File: config.mk
export PLATFORM = sky130hd
export DESIGN_NAME = spi_flash_reader_flat
export DESIGN_NICKNAME = d
export VERILOG_FILES = /design/src/rtl/spi_flash_reader_if.sv /design/src/rtl/spi_flash_reader.sv /design/src/flat_wrapper.sv
export SDC_FILE = /design/constraint.sdc
export NUM_CORES = 1
export LEC_CHECK = 0
export ABC_AREA = 1
export CAP_MARGIN = 20
export CORE_UTILIZATION = 40
export DETAILED_ROUTE_END_ITERATION = 12
export PLACE_DENSITY = 0.63
export SETUP_SLACK_MARGIN = 0.4
export SLEW_MARGIN = 0
export SYNTH_ARGS = -nofsm -noshare
export SYNTH_HDL_FRONTEND = slang
export SYNTH_SLANG_ARGS = --single-unit
export TNS_END_PERCENT = 10
File: constraint.sdc
create_clock -name core_clk -period 1.71 [get_ports core_clk]
set_input_delay 0.342 -clock core_clk [delete_from_list [all_inputs] [get_ports core_clk]]
set_output_delay 0.342 -clock core_clk [all_outputs]
set_load 0.03 [all_outputs]
File: src/rtl/spi_flash_reader_if.sv
// Request/response handshake and flash pad bundle for spi_flash_reader.
// The master side is the management core plus the flash device; the slave side is the reader.
interface spi_flash_reader_if;
  logic        req_valid;
  logic        req_ready;
  logic [23:0] req_addr;
  logic        rsp_valid;
  logic [31:0] rsp_data;
  logic        flash_csb;
  logic        flash_clk;
  logic        flash_io0_do;
  logic        flash_io0_oeb;
  logic        flash_io1_di;

  modport master (
    output req_valid, req_addr, flash_io1_di,
    input  req_ready, rsp_valid, rsp_data,
           flash_csb, flash_clk, flash_io0_do, flash_io0_oeb
  );

  modport slave (
    input  req_valid, req_addr, flash_io1_di,
    output req_ready, rsp_valid, rsp_data,
           flash_csb, flash_clk, flash_io0_do, flash_io0_oeb
  );
endinterface

File: src/rtl/spi_flash_reader.sv
// SPI mode-0 single-word flash reader: sends opcode + 24-bit address, shifts in
// 4 bytes and returns them as a little-endian 32-bit word.
module spi_flash_reader #(
  parameter int          CLK_DIV     = 1,
  parameter logic [7:0]  CMD_READ    = 8'h03,
  parameter int          CS_HIGH_MIN = 2
) (
  input  logic               core_clk,
  input  logic               core_rst,
  spi_flash_reader_if.slave  bus
);
  localparam int DIV_W = $clog2(CLK_DIV + 1);
  localparam int GAP_W = $clog2(CS_HIGH_MIN + 1);

  typedef enum logic [2:0] {IDLE, CMD, ADDR, DATA, GAP} state_e;

  state_e             state_q, state_d;
  logic [DIV_W-1:0]   div_q, div_d;
  logic [GAP_W-1:0]   gap_q, gap_d;
  logic [6:0]         bit_q, bit_d;
  logic               clk_q, clk_d;
  logic               csb_q, csb_d;
  logic               oeb_q, oeb_d;
  logic               do_q, do_d;
  logic [31:0]        tx_q, tx_d;
  logic [31:0]        rx_q, rx_d;
  logic               rsp_valid_q, rsp_valid_d;
  logic [31:0]        rsp_data_q, rsp_data_d;
  logic               tick;

  assign tick = (div_q == DIV_W'(CLK_DIV - 1));

  always_comb begin
    state_d     = state_q;
    div_d       = div_q;
    gap_d       = gap_q;
    bit_d       = bit_q;
    clk_d       = clk_q;
    csb_d       = csb_q;
    oeb_d       = oeb_q;
    do_d        = do_q;
    tx_d        = tx_q;
    rx_d        = rx_q;
    rsp_valid_d = 1'b0;
    rsp_data_d  = rsp_data_q;
    case (state_q)
      IDLE: begin
        if (bus.req_valid) begin
          state_d = CMD;
          tx_d    = {CMD_READ, bus.req_addr};
        end
      end
      CMD, ADDR, DATA: begin
        // First cycle after accept: chip select still high, open the frame.
        if (csb_q) begin
          csb_d = 1'b0;
          oeb_d = 1'b0;
          do_d  = tx_q[31];
          clk_d = 1'b0;
          div_d = '0;
          bit_d = '0;
        end else if (!tick) begin
          div_d = div_q + DIV_W'(1);
        end else begin
          div_d = '0;
          if (!clk_q) begin
            clk_d = 1'b1;
            if (state_q == DATA) rx_d = {rx_q[30:0], bus.flash_io1_di};
          end else if (bit_q == 7'd63) begin
            clk_d       = 1'b0;
            csb_d       = 1'b1;
            oeb_d       = 1'b1;
            do_d        = 1'b0;
            rsp_valid_d = 1'b1;
            rsp_data_d  = {rx_q[7:0], rx_q[15:8], rx_q[23:16], rx_q[31:24]};
            state_d     = GAP;
            gap_d       = '0;
          end else begin
            clk_d = 1'b0;
            bit_d = bit_q + 7'd1;
            tx_d  = {tx_q[30:0], 1'b0};
            do_d  = (bit_q < 7'd31) ? tx_q[30] : 1'b0;
            if (bit_q == 7'd7)  state_d = ADDR;
            if (bit_q == 7'd31) state_d = DATA;
          end
        end
      end
      GAP: begin
        if (gap_q == GAP_W'(CS_HIGH_MIN - 1)) state_d = IDLE;
        else gap_d = gap_q + GAP_W'(1);
      end
      default: state_d = GAP;
    endcase
  end

  always_ff @(posedge core_clk) begin
    if (core_rst) begin
      state_q     <= GAP;
      div_q       <= '0;
      gap_q       <= '0;
      bit_q       <= '0;
      clk_q       <= 1'b0;
      csb_q       <= 1'b1;
      oeb_q       <= 1'b1;
      do_q        <= 1'b0;
      tx_q        <= '0;
      rx_q        <= '0;
      rsp_valid_q <= 1'b0;
      rsp_data_q  <= '0;
    end else begin
      state_q     <= state_d;
      div_q       <= div_d;
      gap_q       <= gap_d;
      bit_q       <= bit_d;
      clk_q       <= clk_d;
      csb_q       <= csb_d;
      oeb_q       <= oeb_d;
      do_q        <= do_d;
      tx_q        <= tx_d;
      rx_q        <= rx_d;
      rsp_valid_q <= rsp_valid_d;
      rsp_data_q  <= rsp_data_d;
    end
  end

  assign bus.req_ready     = (state_q == IDLE);
  assign bus.rsp_valid     = rsp_valid_q;
  assign bus.rsp_data      = rsp_data_q;
  assign bus.flash_csb     = csb_q;
  assign bus.flash_clk     = clk_q;
  assign bus.flash_io0_do  = do_q;
  assign bus.flash_io0_oeb = oeb_q;
endmodule

File: src/flat_wrapper.sv
// flat-port wrapper written by rule: the top's interface ports become plain ports
module spi_flash_reader_flat 
#(
  parameter int          CLK_DIV     = 1,
  parameter logic [7:0]  CMD_READ    = 8'h03,
  parameter int          CS_HIGH_MIN = 2
)
  (core_clk, core_rst, bus_req_valid, bus_req_addr, bus_flash_io1_di, bus_req_ready, bus_rsp_valid, bus_rsp_data, bus_flash_csb, bus_flash_clk, bus_flash_io0_do, bus_flash_io0_oeb);
  spi_flash_reader_if bus_i ();
  input  logic core_clk;
  input  logic core_rst;
  input wire logic [$bits(bus_i.req_valid)-1:0] bus_req_valid;
  input wire logic [$bits(bus_i.req_addr)-1:0] bus_req_addr;
  input wire logic [$bits(bus_i.flash_io1_di)-1:0] bus_flash_io1_di;
  output wire logic [$bits(bus_i.req_ready)-1:0] bus_req_ready;
  output wire logic [$bits(bus_i.rsp_valid)-1:0] bus_rsp_valid;
  output wire logic [$bits(bus_i.rsp_data)-1:0] bus_rsp_data;
  output wire logic [$bits(bus_i.flash_csb)-1:0] bus_flash_csb;
  output wire logic [$bits(bus_i.flash_clk)-1:0] bus_flash_clk;
  output wire logic [$bits(bus_i.flash_io0_do)-1:0] bus_flash_io0_do;
  output wire logic [$bits(bus_i.flash_io0_oeb)-1:0] bus_flash_io0_oeb;
  assign bus_i.req_valid = bus_req_valid;
  assign bus_i.req_addr = bus_req_addr;
  assign bus_i.flash_io1_di = bus_flash_io1_di;
  assign bus_req_ready = bus_i.req_ready;
  assign bus_rsp_valid = bus_i.rsp_valid;
  assign bus_rsp_data = bus_i.rsp_data;
  assign bus_flash_csb = bus_i.flash_csb;
  assign bus_flash_clk = bus_i.flash_clk;
  assign bus_flash_io0_do = bus_i.flash_io0_do;
  assign bus_flash_io0_oeb = bus_i.flash_io0_oeb;
  spi_flash_reader #(.CLK_DIV(CLK_DIV), .CMD_READ(CMD_READ), .CS_HIGH_MIN(CS_HIGH_MIN)) u_core (.core_clk(core_clk), .core_rst(core_rst), .bus(bus_i));
endmodule
==> results by group <==
Timing
  • Clk_skew: 0.006981 ns
  • Tcrit/Tclk final: 0.9069
  • Slew Viols, Final: 0
  • Rel. slew slack: 0.7327
  • Setup TNS: 0 ns
  • Fmax: 644.8 MHz
  • Slew @ Worst Pin: ~0.40 ns
  • Final setup viols: 0
  • Final Hold Violating Endpoints: 0
  • Min Tclk post-route: 1.551 ns
  • RSZ-0062 raised after global routing: yes
  • Worst Setup Slack, final: 0.1592 ns

Logic synthesis
  • Synthesized cell area: 4527 um2
  • Largest family of logic cells by synthesized area: simple AND/OR/NAND/NOR gates
  • Flops & latches, synth: 113
  • Syn nets: approximately 680
  • Post-synth EDFFs: 0
  • Compound-Gate Fraction of Synth Area: 0.08900
  • Most used DFF post-synth: dfxtp_1
  • Synth warn: 0
  • Top cells by area, synth: dfxtp_1, nand2_1, nor2_1
  • Post-synthesis xor/xnor area fraction: 0
  • Distinct cells, synth: 26
  • Part of the Yosys area used for sequential elements: 0.4997
  • Simple-gate area share of the yosys netlist: 0.3447
  • Gate Count Post-Synth: 646
  • Async S/R FF share, synth: 0
  • Largest area contributor in the netlist: dfxtp_1
  • Top cell type's share of synthesized area: 0.4997
  • Mux cell area share after synthesis: 0
  • Synth Area per Inst: 7.007 um2
  • Adder-Cell Fraction of Synth Area: 0.005528

CTS
  • Sink Count: ~110
  • H-tree depth: 4
  • CTS tree: built
  • Max Root-Sink Buffers: 2
  • Clk_lat worst skew: 0.41 ns
  • Inserted Clock Buffers: 17
  • CTS root buf: clkbuf_16
  • Clock transition at path regs: about 0.050 ns

GRT
  • Largest net degree at the start of global routing: 46
  • GRT overflow: 0
  • Vias in the first global route: 4,240
  • First-pass GRT wire length: ~20,000 um
  • Total GRT Usage: 0.2185
  • Initial antenna violation count: 0

Routing
  • Vias per cell: 4.819
  • First DRT Iteration DRCs: 227
  • Routed WL per cell: 13.01 um
  • DR pass1 iterations: 5
  • Final ANT Viol Nets: 0
  • Residual DRC: 0
  • Drt total wl: 11,770 um
  • Vias: 4,361

Placed design
  • Place WS: -0.1885 ns
  • Final Wtd Congestion: ~0.83
  • DP Area: 5463 um2
  • Port Buffer Count: between 60 and 70
  • Post-DP HPWL: 6570 um

Floorplan
  • Core box area: 10,940 um2
  • Die width: 108.4 um
  • Die Ht: 108.4 um
  • Top-level I/O count: 66
  • Initial Util: 0.4140
  • Die area: 11,750 um2
  • # rows: 38

Hold path
  • Worst Hold Class: flip-flop to flip-flop

Cells and area
  • Fraction of layout instances using a drive strength above 1: 0.1908
  • Final Util: 0.5981
  • Diode count: 0
  • Final Instance Area: between 6000 and 7000 um2
  • FILL cells: 1,005
  • Nets: about 780
  • Area growth from synthesis to layout: 44.47%

Worst setup path
  • Bufs and invs on worst path: 1
  • Endpoint class of the critical path: output port
  • Slowest stage delay, CP: 0.42 ns
  • CP Max Fanout: 2
  • Crit path kind: flip-flop to output port
  • Crit-path cells: dlygate4sd2_1
  • CP Launch Type: flip-flop
  • Family with the most delay on the worst path: buffers and inverters
  • Worst path arrival time: approximately 1.2 ns
  • Req. time, crit path: 1.37 ns
  • Worst-path cell with the longest stage delay: dlygate4sd2_1

Power and ir drop
  • P_sw: about 2.4 mW
  • Sequential Power Share: 0.368
  • Combinational Power Share: 0.217
  • Leak: 2.973 nW
  • Power per cell area: 1261 nW/um2
  • Power share of the clock group: 0.415
  • Internal power: approximately 5.8 mW
  • Switch share: 0.2950
  • Worst VDD drop: 0.5583 mV

Flow run
  • Max cap viols: 0

Run status
  • Status: completed
## flip-flops by register name (all words and copies together), names as in the netlist
signal                    cells
u_core.bus.flash_clk          1
u_core.bus.rsp_valid          1
u_core.state_q                3
u_core.bus.flash_csb          1
u_core.tx_q                  32
u_core.bus.flash_io0_oeb      1
u_core.bit_q                  7
u_core.gap_q                  2
u_core.bus.rsp_data          32
u_core.bus.flash_io0_do       1
u_core.rx_q                  32
## power groups by stage
stage	combinational, mW	sequential (mW)	clock, mW
after detailed placement	1.48	3.07	0
after global routing	1.99	3.06	3.59
after CTS	1.61	3.03	3.45
after floorplan	1.01	3.10	0
after global placement	1.45	3.06	0
final	1.79	3.03	3.42
## metrics by stage
| step | std cells | hold WS (ns) | total power, mW |
|---|---|---|---|
| after floorplan | 646 | 0.4266 | 4.111 |
| after global placement | 841 | 0.4341 | 4.519 |
| after detailed placement | 841 | 0.4329 | 4.557 |
| after CTS | 895 | 0.4445 | 8.085 |
| after global routing | 905 | 0.4534 | 8.640 |
| final | 905 | 0.4389 | 8.246 |
## layout make-up
| cell class | instances | area [um2] | area share |
|---|---|---|---|
| clock inverter | 14 | 140.1 | 0.02143 |
| timing repair inverter | 5 | 61.31 | 0.009374 |
| sequential | 113 | 2275 | 0.3478 |
| multi-input combinational | 476 | 2191 | 0.3350 |
| clock buffer | 18 | 439.2 | 0.06715 |
| inverter | 29 | 138.9 | 0.02124 |
| timing repair buffer | 110 | 1120 | 0.1712 |
| tap | 140 | 175.2 | 0.02678 |
## worst paths after layout
kind                                        start  cells past startpoint                             endpoint  slack [ns]
max          u_core.bus.rsp_data[14]$_SDFFE_PP0P_                      1                     bus_rsp_data[14]        0.16
min           u_core.bus.rsp_data[2]$_SDFFE_PP0P_                      2  u_core.bus.rsp_data[2]$_SDFFE_PP0P_        0.44
max reg2reg     u_core.bus.flash_csb$_SDFFE_PP1P_                      7          u_core.rx_q[6]$_SDFFE_PP0P_        0.18
min reg2reg   u_core.bus.rsp_data[2]$_SDFFE_PP0P_                      2  u_core.bus.rsp_data[2]$_SDFFE_PP0P_        0.44
## metal layers
metal	part of all wire	global-route usage	wire length [um]	vias to the layer above
met3	0.044	0.05184	521	17
met5	0	0	0	-
met4	0.017	0.1004	197	0
met2	0.50	0.3712	5828	91
met1	0.44	0.2605	5224	2010
li1	-	-	-	2243
## synth_stat cells, types with 2 or more instances
| library cell | instances |
|---|---|
| nor2_1 | 149 |
| ha_1 | 2 |
| nand4_1 | 3 |
| nor2_4 | 2 |
| inv_1 | 22 |
| buf_2 | 9 |
| o21ai_1 | 7 |
| dfxtp_1 | 113 |
| inv_2 | 6 |
| nor2_2 | 4 |
| buf_4 | 7 |
| o21ai_0 | 59 |
| buf_6 | 2 |
| clkbuf_1 | 11 |
| nor3_1 | 3 |
| a211oi_1 | 2 |
| nand2_2 | 5 |
| nand2_1 | 206 |
| a21oi_1 | 10 |
| nand3_1 | 18 |
## what timing repair did
item                                    CTS  global route
gates cloned                              8             2
setup buffers                            14             8
endpoints found under the setup margin  150           149
hold buffers                              0             0
pin swaps                                 8            16
resized for setup                        87            24
## cells in the final DEF (no fill, tap or decap), types with 2 or more instances in the layout
cell type        Yosys  routed
a211oi_1             2       2
a21oi_1             10      10
buf_12               0       7
buf_4                7      31
buf_6                2       5
bufinv_16            0       2
clkbuf_16            0      19
clkdlybuf4s15_1      0       6
clkdlybuf4s50_1      0      27
clkinv_2             1       5
clkinvlp_4           0       5
dfxtp_1            113     105
dfxtp_2              0       7
dlygate4sd2_1        0      30
inv_1               22      19
inv_12               0       3
inv_2                6       6
inv_4                0       2
inv_8                0       4
nand2_1            206     188
nand2_2              5      16
nand2_4              1       7
nand2_8              0       2
nand3_1             18      16
nand3_4              0       2
nand4_1              3       3
nor2_1             149     145
nor2_2               4       4
nor2_4               2       7
nor3_1               3       3
o21ai_0             59      42
o21ai_1              7      20
o21ai_2              0       4
## cells by family after synthesis
family | count (synthesis)
fa+ha+maj | 2
flops | 113
compound gates | 79
simple gates | 393
buf+inv | 59
Power figures use the tool's default switching activity.
